File: config.mk
export PLATFORM = sky130hd
export DESIGN_NAME = cmd_interp_ctrl
export DESIGN_NICKNAME = d
export VERILOG_FILES = /design/src/rtl/cmd_interp_ctrl.sv
export SDC_FILE = /design/constraint.sdc
export NUM_CORES = 1
export LEC_CHECK = 0
export CORE_MARGIN = 4
export CORE_UTILIZATION = 30
export DETAILED_ROUTE_END_ITERATION = 8
export PLACE_DENSITY = 0.61
export SLEW_MARGIN = 0
export SYNTH_ARGS = -nofsm -noshare
export SYNTH_HDL_FRONTEND = slang
export SYNTH_SLANG_ARGS = --single-unit
export TNS_END_PERCENT = 5
File: constraint.sdc
create_clock -name clk_i -period 3.7 [get_ports clk_i]
set_input_delay 0.37 -clock clk_i [delete_from_list [all_inputs] [get_ports clk_i]]
set_output_delay 0.37 -clock clk_i [all_outputs]
set_load 0.02 [all_outputs]
File: src/rtl/cmd_interp_ctrl.sv
// Calculator command sequencer: collects operand A, an operator and operand B from a
// decoded ASCII character stream, runs one start/done handshake with the ALU and holds
// the result for display. ESC aborts and clears from any state.
// Optional build macro CMD_CHAIN_EN: an operator typed while a good result is shown
// reuses that result as operand A of a new calculation.
module cmd_interp_ctrl #(
  parameter int unsigned W       = 16,
  parameter int unsigned MAX_DIG = 4
) (
  input  logic         clk_i,
  input  logic         rst_ni,
  input  logic         rx_valid_i,
  input  logic [7:0]   data_i,
  input  logic         got_dig_i,
  input  logic         got_op_i,
  input  logic         got_eq_i,
  input  logic         got_esc_i,
  input  logic         alu_done_i,
  input  logic [W-1:0] alu_result_i,
  input  logic         alu_err_i,
  output logic [W-1:0] opnd_a_o,
  output logic [W-1:0] opnd_b_o,
  output logic [1:0]   op_code_o,
  output logic         alu_start_o,
  output logic [W-1:0] result_o,
  output logic         result_valid_o,
  output logic         err_o,
  output logic         busy_o
);

  localparam int unsigned    CntW   = $clog2(MAX_DIG + 1);
  localparam logic [CntW-1:0] MaxCnt = CntW'(MAX_DIG);

  localparam logic [1:0] StA    = 2'd0;
  localparam logic [1:0] StB    = 2'd1;
  localparam logic [1:0] StExec = 2'd2;
  localparam logic [1:0] StRes  = 2'd3;

  logic [1:0]      state_q, state_d;
  logic [W-1:0]    opnd_a_q, opnd_a_d;
  logic [W-1:0]    opnd_b_q, opnd_b_d;
  logic [1:0]      op_code_q, op_code_d;
  logic [CntW-1:0] a_cnt_q, a_cnt_d;
  logic [CntW-1:0] b_cnt_q, b_cnt_d;
  logic [W-1:0]    result_q, result_d;
  logic            err_q, err_d;
  logic            alu_start_q, alu_start_d;
  logic            result_valid_q, result_valid_d;
  logic            busy_q, busy_d;

  // Prioritised events: esc > eq > op > dig. An unknown operator still masks a digit flag.
  logic ev_esc, ev_eq, ev_op, ev_dig;
  assign ev_esc = rx_valid_i & got_esc_i;
  assign ev_eq  = rx_valid_i & got_eq_i & ~got_esc_i;
  assign ev_op  = rx_valid_i & got_op_i & ~got_eq_i & ~got_esc_i;
  assign ev_dig = rx_valid_i & got_dig_i & ~got_op_i & ~got_eq_i & ~got_esc_i;

  // Digit value and decimal shift-accumulate, truncated to W bits.
  logic [7:0]   dig8;
  logic [W-1:0] dig_w, acc_a, acc_b;
  assign dig8  = data_i - 8'h30;
  assign dig_w = W'(dig8);
  assign acc_a = opnd_a_q * W'(10) + dig_w;
  assign acc_b = opnd_b_q * W'(10) + dig_w;

  // Operator character to op_code; op_ok low for characters that are not + - * /.
  logic       op_ok;
  logic [1:0] op_enc;
  always_comb begin
    op_ok  = 1'b1;
    op_enc = 2'b00;
    case (data_i)
      8'h2B:   op_enc = 2'b00;
      8'h2D:   op_enc = 2'b01;
      8'h2A:   op_enc = 2'b10;
      8'h2F:   op_enc = 2'b11;
      default: op_ok  = 1'b0;
    endcase
  end

  // Next-state logic for the sequencer and its datapath registers.
  always_comb begin
    state_d     = state_q;
    opnd_a_d    = opnd_a_q;
    opnd_b_d    = opnd_b_q;
    op_code_d   = op_code_q;
    a_cnt_d     = a_cnt_q;
    b_cnt_d     = b_cnt_q;
    result_d    = result_q;
    err_d       = err_q;
    alu_start_d = 1'b0;

    if (ev_esc) begin
      // Abort; a late alu_done in StExec is dropped because we leave that state now.
      state_d   = StA;
      opnd_a_d  = '0;
      opnd_b_d  = '0;
      op_code_d = 2'b00;
      a_cnt_d   = '0;
      b_cnt_d   = '0;
      result_d  = '0;
      err_d     = 1'b0;
    end else begin
      unique case (state_q)
        StA: begin
          if (ev_op && op_ok) begin
            op_code_d = op_enc;
            state_d   = StB;
          end else if (ev_dig && (a_cnt_q < MaxCnt)) begin
            opnd_a_d = acc_a;
            a_cnt_d  = a_cnt_q + CntW'(1);
          end
        end
        StB: begin
          if (ev_eq) begin
            if (b_cnt_q != '0) begin
              alu_start_d = 1'b1;
              state_d     = StExec;
            end
          end else if (ev_op) begin
            if (op_ok && (b_cnt_q == '0)) op_code_d = op_enc;
          end else if (ev_dig && (b_cnt_q < MaxCnt)) begin
            opnd_b_d = acc_b;
            b_cnt_d  = b_cnt_q + CntW'(1);
          end
        end
        StExec: begin
          if (alu_done_i) begin
            result_d = alu_result_i;
            err_d    = alu_err_i;
            state_d  = StRes;
          end
        end
        StRes: begin
          if (ev_op) begin
`ifdef CMD_CHAIN_EN
            // Chain on a good result; operand A is full so further digits go to B.
            if (op_ok && !err_q) begin
              opnd_a_d  = result_q;
              a_cnt_d   = MaxCnt;
              opnd_b_d  = '0;
              b_cnt_d   = '0;
              op_code_d = op_enc;
              state_d   = StB;
            end
`endif
          end else if (ev_dig) begin
            // A fresh digit starts a new calculation with that digit as operand A.
            state_d   = StA;
            opnd_a_d  = dig_w;
            a_cnt_d   = CntW'(1);
            opnd_b_d  = '0;
            b_cnt_d   = '0;
            op_code_d = 2'b00;
            result_d  = '0;
            err_d     = 1'b0;
          end
        end
        default: state_d = StA;
      endcase
    end

    result_valid_d = (state_d == StRes);
    busy_d         = (state_d == StExec);
  end

  // State and output registers.
  always_ff @(posedge clk_i or negedge rst_ni) begin
    if (!rst_ni) begin
      state_q        <= StA;
      opnd_a_q       <= '0;
      opnd_b_q       <= '0;
      op_code_q      <= 2'b00;
      a_cnt_q        <= '0;
      b_cnt_q        <= '0;
      result_q       <= '0;
      err_q          <= 1'b0;
      alu_start_q    <= 1'b0;
      result_valid_q <= 1'b0;
      busy_q         <= 1'b0;
    end else begin
      state_q        <= state_d;
      opnd_a_q       <= opnd_a_d;
      opnd_b_q       <= opnd_b_d;
      op_code_q      <= op_code_d;
      a_cnt_q        <= a_cnt_d;
      b_cnt_q        <= b_cnt_d;
      result_q       <= result_d;
      err_q          <= err_d;
      alu_start_q    <= alu_start_d;
      result_valid_q <= result_valid_d;
      busy_q         <= busy_d;
    end
  end

  assign opnd_a_o       = opnd_a_q;
  assign opnd_b_o       = opnd_b_q;
  assign op_code_o      = op_code_q;
  assign alu_start_o    = alu_start_q;
  assign result_o       = result_q;
  assign result_valid_o = result_valid_q;
  assign err_o          = err_q;
  assign busy_o         = busy_q;

endmodule

Word-level counts from Yosys, hierarchy flattened
Cells that the tools add are included.

operators by class
  bitwise operators = 13
  eq/ne operators = 20
  order comparisons = 2
  muxes and demuxes = 56
  multipliers = 2
  reduce and logical (&&, ||, !) cells = 16
  add/sub/neg operators = 5

operators by type and width
  kind                                                                   number
  16-bit 2-to-1 mux                                                      13
  16-bit case mux with 2 select lines                                    3
  3-bit 2-to-1 mux                                                       11
  3-bit != test (second input constant)                                  11
  16-bit by 8-bit adder with 16-bit output                               2
  8-bit by 6-bit == test with 1-bit output (second input constant)       4
  16-bit by 3-bit multiplier with 15-bit output (second input constant)  2
  2-bit 2-to-1 mux                                                       14
  2-bit case mux with 3 select lines                                     2
  3-bit case mux with 2 select lines                                     2
  3-bit nonzero test                                                     4
  1-bit bitwise AND                                                      10
  1-bit 2-to-1 mux                                                       9
  2-bit == test (second input constant)                                  4
  2-bit case mux with 4 select lines                                     1
  8-bit by 6-bit subtractor with 8-bit output (second input constant)    1
  7-bit AND reduction                                                    1
  3-bit by 1-bit adder with 3-bit output (second input constant)         2
  3-bit less-than comparator (second input constant)                     2
  6-bit AND reduction                                                    1
  5-bit AND reduction                                                    1
  1-bit logical AND                                                      4
  4-bit AND reduction                                                    1
  4-bit nonzero test                                                     1
  6 further kinds                                                        8

word-level totals
  word-level logic and storage cells = 125
  input bits = 33
  output and inout bits = 54
  bits in registers = 62

Depth between registers and ports, before layout
Gate-level depths: netlist of the first run.

  depth in word-level cells = 10
  mapped depth = 12
  gate-level depth less buffers = 12

Worst setup path before layout of the first run
Ideal clock, no wire load.

  path type = reg2reg
  start = register opnd_a_q[1] (netlist: opnd_a_o[1])
  end = register opnd_a_q[15] (netlist: opnd_a_o[15])
  stages on the path, launching flop included = 11
  arrival time = 3318 ps
  slack = 313 ps
  required time = 3631 ps
  clock period less this slack = 3387 ps
  setup time = 69 ps
  path through = dfrtp_1 ha_1 ha_1 fa_1 a21o_1 a221oi_1 xnor2_1 nand3_2 or4b_4 or4_1 nand3_1

on the way
  longest elaborated chain between the ends = 6

RTL lines
  item                                           line  RTL
  from (decl)                                    40    logic [W-1:0] opnd_a_q, opnd_a_d;
  from (signal assigned)                         183   opnd_a_q <= opnd_a_d;
  16-bit by 3-bit multiplier with 15-bit output  63    assign acc_a = opnd_a_q * W'(10) + dig_w;
  16-bit by 8-bit adder with 16-bit output       63
  16-bit 2-to-1 mux                              109   end else if (ev_dig && (a_cnt_q < MaxCnt)) begin
  16-bit 2-to-1 mux                              106   if (ev_op && op_ok) begin
  16-bit case mux with 2 select lines            104   unique case (state_q)
  16-bit 2-to-1 mux                              93    if (ev_esc) begin

Every way passes these cells. The select of a mux whose other input is x is not followed.
A chain may end at the register's enable or synchronous reset.

Worst setup path in the final report of the first run
Same ends and word-level chain as after synthesis.

==> results.cfg, run 1 <==
[layout]
fin_cells = 862
antenna_cells = 0
final_area_mm2 = 0.00634
drive_above_1_share_pct = 5.73
area_growth_pct = 28.8
utilization_pct = 39.6
nNetsFinal = 743

[critical_path]
critPathLaunchType = flip-flop
critPathMaxFanout = 4
cp.arrival_ps = 3760
cp.required_ps = 3970
r2r_slack_ps = 200
reg2reg_depth = 10
r2r_end = opnd_a_o[15]
r2r-start = opnd_a_o[1]
crit_path_start = opnd_a_o[1]
path_class = reg -> reg
crit_path_end_kind = flip-flop

[routing]
wire_per_inst_um = 15.2
dr.pass1.iters = 4
postRouteWirelength_mm = 13.1
viasPerCell = 5.05
antenna_left = 0
drc = 0
drt-initial-drc-count = 226
num_vias = 4355

[yosys]
seq_area_frac_synth_pct = 31.5
yosysMostFrequentCell = nand2_1
netlist_instances = 557
synth.area.top_cells = dfrtp_1, ha_1, nand2_1
synth_seq_cells = 62
yosysTopAreaCellShare_pct = 31.5
syn-num-nets = 659
syn_avg_cell_area_um2 = 8.84
ys_warn_count = 0
yosys-top-cells-count = nand2_1, ha_1, dfrtp_1, o21ai_0, a21oi_1
netlist_area_mm2 = 0.00492
synthArstFlopShare_pct = 100
synth_ff_type = dfrtp_1
synth_edf_count = 0
yosysTopAreaCell = dfrtp_1
yosysUniqueCellTypes = 60

[timing]
timing.final.crit_share_pct = 94.5
setup_viol = 0
tightestPinTransition_ps = 1020
finalWorstSetupSlack_ps = 204
finalSetupTns_ps = 0
timing.slew.headroom_pct = 31.7
finalClockSkew_ps = 4.67
slew_viol_final = 0
period_minus_slack_ps = 3500
finalHoldViolations = 0
fmax_mhz = 286
whs_ps = 204
rsz0062_at_grt = no

[run_status]
status = finished clean

[power_and_ir_drop]
power.density_mw_per_mm2 = 799
p_leak_nw = 2.97
finalPower_mw = 5.07
vdd_drop_max_mv = 0.475

[cts]
clk_latency_ps = 330
cts_sinks = 62
hold_buffers = 0
htreeDepth = 3
numCtsBuffers = 9
path_clk_slew_ps = 50
clockBufferDepth = 2
root_buffer = clkbuf_16
cts_tree = yes

[grt]
grt_usage_pct = 14.8
grt_pass1_vias = 4560
grt_overflow_total = 0
grt_max_degree = 44
grt_first_pass_wirelength_mm = 22.0
antenna_found_initial = 0

[placed_design]
dp_hpwl_mm = 10.2
io_buffers = 86
dpl.cell_count = 846
pre_cts_ws_ps = 246
dpl_cell_area_mm2 = 0.00603
gp_congestion = 0.927

[floorplanning]
die_w_um = 136
start_util_pct = 30.8
io_pins = 87
die_area_mm2 = 0.0185
fp.dieH_um = 136
core-area_mm2 = 0.0160
placement_rows = 46

[worst_hold_path]
min_path_type = in -> async

[run]
drv_cap = 0
==> final cells by class <==
class | instances | area (um2)
clock inverters | 5 | 57.6
inverters | 13 | 48.8
well taps | 216 | 270
multi-input cells | 462 | 3250
flip-flops and latches | 62 | 1550
fillers | 1652 | 9660
repair buffers | 93 | 908
clock buffers | 11 | 253
==> cell usage in the layout, fill, tap and decap left out, types with 6 or more instances in the layout <==
cell type | netlist | layout
inv_1 | 13 | 13
a21oi_1 | 32 | 32
nand2b_1 | 10 | 10
ha_1 | 65 | 65
nor3_1 | 10 | 10
buf_4 | 1 | 7
a21o_1 | 13 | 13
xnor2_1 | 23 | 23
clkbuf_16 | 0 | 9
dfrtp_1 | 62 | 62
o211ai_1 | 6 | 6
and2_1 | 6 | 6
o21ai_0 | 48 | 47
clkdlybuf4s50_1 | 0 | 85
nand2_1 | 96 | 96
nor2_1 | 23 | 23
nand3_1 | 10 | 10
xor2_1 | 19 | 19
a211oi_1 | 11 | 11
o21ai_1 | 9 | 9
==> registers in the layout (all words and copies together) (netlist names) <==
name	cells
err_o	1
b_cnt_q	3
result_valid_o	1
busy_o	1
alu_start_o	1
a_cnt_q	3
op_code_o	2
state_q	2
result_o	16
opnd_a_o	16
opnd_b_o	16
==> report_power, final <==
group | switching [mW] | leakage [nW] | internal, mW
registers | 0.165 | 0.809 | 0.822
clock network | 0.308 | 0.144 | 0.556
logic | 1.80 | 2.01 | 1.42
total | 2.27 | 2.97 | 2.80
==> worst max-delay path, cell delays in order (launching register included) <==
cell and delay [ps]:
dfrtp_1 420, ha_1 310, ha_1 220, fa_1 410
a21o_1 210, a221oi_1 320, xnor2_1 220, nand3_2 140
or4b_4 580, or4_1 510, nand3_1 80
==> kinds of logic after synthesis <==
family	after synthesis	synth area share, %
adders and majority gates	69	18.1
muxes	6	1.27
DFF	62	31.5
AOI/OAI and AO/OA	157	20.4
buffers and inverters	33	2.59
and+or+nand+nor	187	18.3
xor gates and xnor gates	43	7.80
==> how the worst max path moves through the flow <==
stage          slack, ps      endpoint  depth (start not counted)
4_1_cts              220  opnd_a_o[15]                         10
3_3_place_gp         290  opnd_a_o[15]                         10
5_1_grt               20  opnd_a_o[15]                         12
2_1_floorplan        310  opnd_a_o[15]                         10
6_report             200  opnd_a_o[15]                         10
3_5_place_dp         250  opnd_a_o[15]                         10
==> layer usage <==
metal	vias up	part of all wire [%]	global-route usage, %
li1	2185	-	-
met1	2058	47	18.7
met2	95	47	24.6
met3	17	3.8	3.18
met4	0	1.7	5.66
met5	-	0	0
==> repair_timing <==
action                     4_1_cts  5_1_grt
gates resized for setup          0        1
setup endpoints to repair        0        1
buffers inserted                 0        0
Note: power is estimated with default switching activity, not from simulation.
==> run 2: changes to the inputs <==
Settings changed: GPL_ROUTABILITY_DRIVEN set to 0.
Clock period 3.7 ns to 3.5 ns, I/O delays scaled along.
==> run 2 against run 1 <==
Sequential power up 4%. Sequential share of layout area decreased by 0.47 points. Flip-flop and latch count is the same. Non-clock buffer count increased by 8. Hold slack improved by 21 ps. Critical path depth stayed put. Power rose by 11%. Largest power group unchanged.
==> results.cfg, run 2 (same netlist as run 1, synthesis figures left out) <==
[floorplanning]
placement_rows = 46
core-area_mm2 = 0.0160
io_pins = 87
fp.dieH_um = 136
start_util_pct = 30.8
die_area_mm2 = 0.0185
die_w_um = 136

[layout]
final_cell_mix = nand2_1, clkdlybuf4s50_1, ha_1
final_common_cell = nand2_1
nNetsFinal = 751
antenna_cells = 0
drive_above_1_share_pct = 7.80
num-fill-cells = 1630
area_growth_pct = 31.4

[critical_path]
r2r-start = opnd_a_o[1]
crit_path_end_kind = flip-flop
crit_top_cell = ha_1
path_class = reg -> reg
cp.arrival_ps = 3630
crit_chain = ha_1, ha_1, fa_1, a21o_1, a21oi_1, xnor2_1, nand3_2, or4b_4, or4_1, nand3_1
critPathMaxFanout = 4
cpMaxStageDelayCell = or4b_4
reg2reg_depth = 10
slowest_delay_ps = 580
r2r_end = opnd_a_o[15]
r2r_slack_ps = 150
cp.required_ps = 3780
critPathLaunchType = flip-flop

[routing]
drt-initial-drc-count = 221
drt-met1-wl_mm = 6.23
antenna_left = 0
viasPerCell = 5.04
dr.pass1.iters = 7
postRouteWirelength_mm = 13.4
dr_wl_met2_mm = 6.33
num_vias = 4389
drc = 0
top_layer = met4
wire_per_inst_um = 15.4
met3_length_um = 648

[grt]
grt_usage_pct = 15.0
grt_pass1_vias = 4415
antenna_found_initial = 0
grt_first_pass_wirelength_mm = 22.0
grt_overflow_total = 0
grt_max_degree = 47

[timing]
finalWorstSetupSlack_ps = 152
finalClockSkew_ps = 7.38
timing.slew.headroom_pct = 25.6
slew_viol_final = 0
tightestPinTransition_ps = 1120
finalSetupTns_ps = 0
fmax_mhz = 299
setup_viol = 0
timing.final.crit_share_pct = 95.7
period_minus_slack_ps = 3350
finalHoldViolations = 0

[cts]
numCtsBuffers = 9
path_clk_slew_ps = 60
htreeDepth = 3
hold_buffers = 0
cts_tree = yes
clockBufferDepth = 2
cts_sinks = 62
clk_latency_ps = 340
root_buffer = clkbuf_16

[placed_design]
io_buffers = 86
pre_cts_ws_ps = 82.6
dp_hpwl_mm = 10.3

[run_status]
status = finished clean

[power_and_ir_drop]
power.density_mw_per_mm2 = 867
p_leak_nw = 3.03
vdd_drop_max_mv = 0.479

[worst_hold_path]
min_path_type = in -> async

[run]
drv_cap = 0
## run 2: cell types whose count changed in the layout (fill, tap and decap cells not counted), sizes merged
cell / delta
bufinv: +1
buf: +8
clkinvlp: -2
clkinv: +1
## run 2: area by class of cell
class	instances	area, um2	share of cell area, %
clock buffers	11	253	3.91
clock inverters	5	81.3	1.26
inverters	13	48.8	0.754
multi-input cells	462	3290	50.9
flip-flops and latches	62	1550	24.0
well taps	216	270	4.18
repair buffers	101	968	15.0
## run 2: stage by stage
stage	instances	hold slack, ps	power, mW	utilization (%)	area (um2)
global placement	853	461	4.42	38.0	6080
detailed placement	853	471	4.49	38.0	6080
finish	870	225	5.61	40.4	6470
CTS	869	262	5.55	40.1	6410
floorplan	557	54.4	3.49	-	4920
global route	870	324	6.09	40.4	6470
## run 2: worst max path at each step
| stage | startpoint | end | slack (ps) | depth (start not counted) |
|---|---|---|---|---|
| final | opnd_a_o[1] | opnd_a_o[15] | 150 | 10 |
| after global routing | opnd_b_o[3] | opnd_b_o[14] | -10 | 10 |
| after CTS | opnd_a_o[1] | opnd_a_o[15] | 70 | 10 |
| after detailed placement | opnd_a_o[1] | opnd_a_o[15] | 80 | 10 |
| after global placement | opnd_a_o[1] | opnd_a_o[15] | 120 | 10 |
| after floorplan | opnd_a_o[1] | opnd_a_o[15] | 110 | 10 |
## run 2: per-layer routing
metal	vias up	global-route usage [%]
li1	2210	-
met1	2065	19.2
met2	99	24.8
met3	15	3.81
met4	0	4.65
met5	-	0
## run 2: power by group
group	switching, mW	total [mW]	internal (mW)
combinational	1.98	3.57	1.59
clock	0.347	1.01	0.662
sequential	0.161	1.03	0.869
total	2.48	5.61	3.12
## run 2: worst max-delay path: cells and delay by family, from the launching register on
family	cells	cell delay, ps
compound gates	2	390
xor+xnor	1	250
fa+ha+maj	3	930
flops	1	380
simple gates	4	1340
## run 2: repair_timing
action | in CTS | in global routing
setup endpoints to repair | 0 | 4
resized for setup | 0 | 7
buffers inserted | 0 | 1
endpoints found under the hold margin | 0 | 0
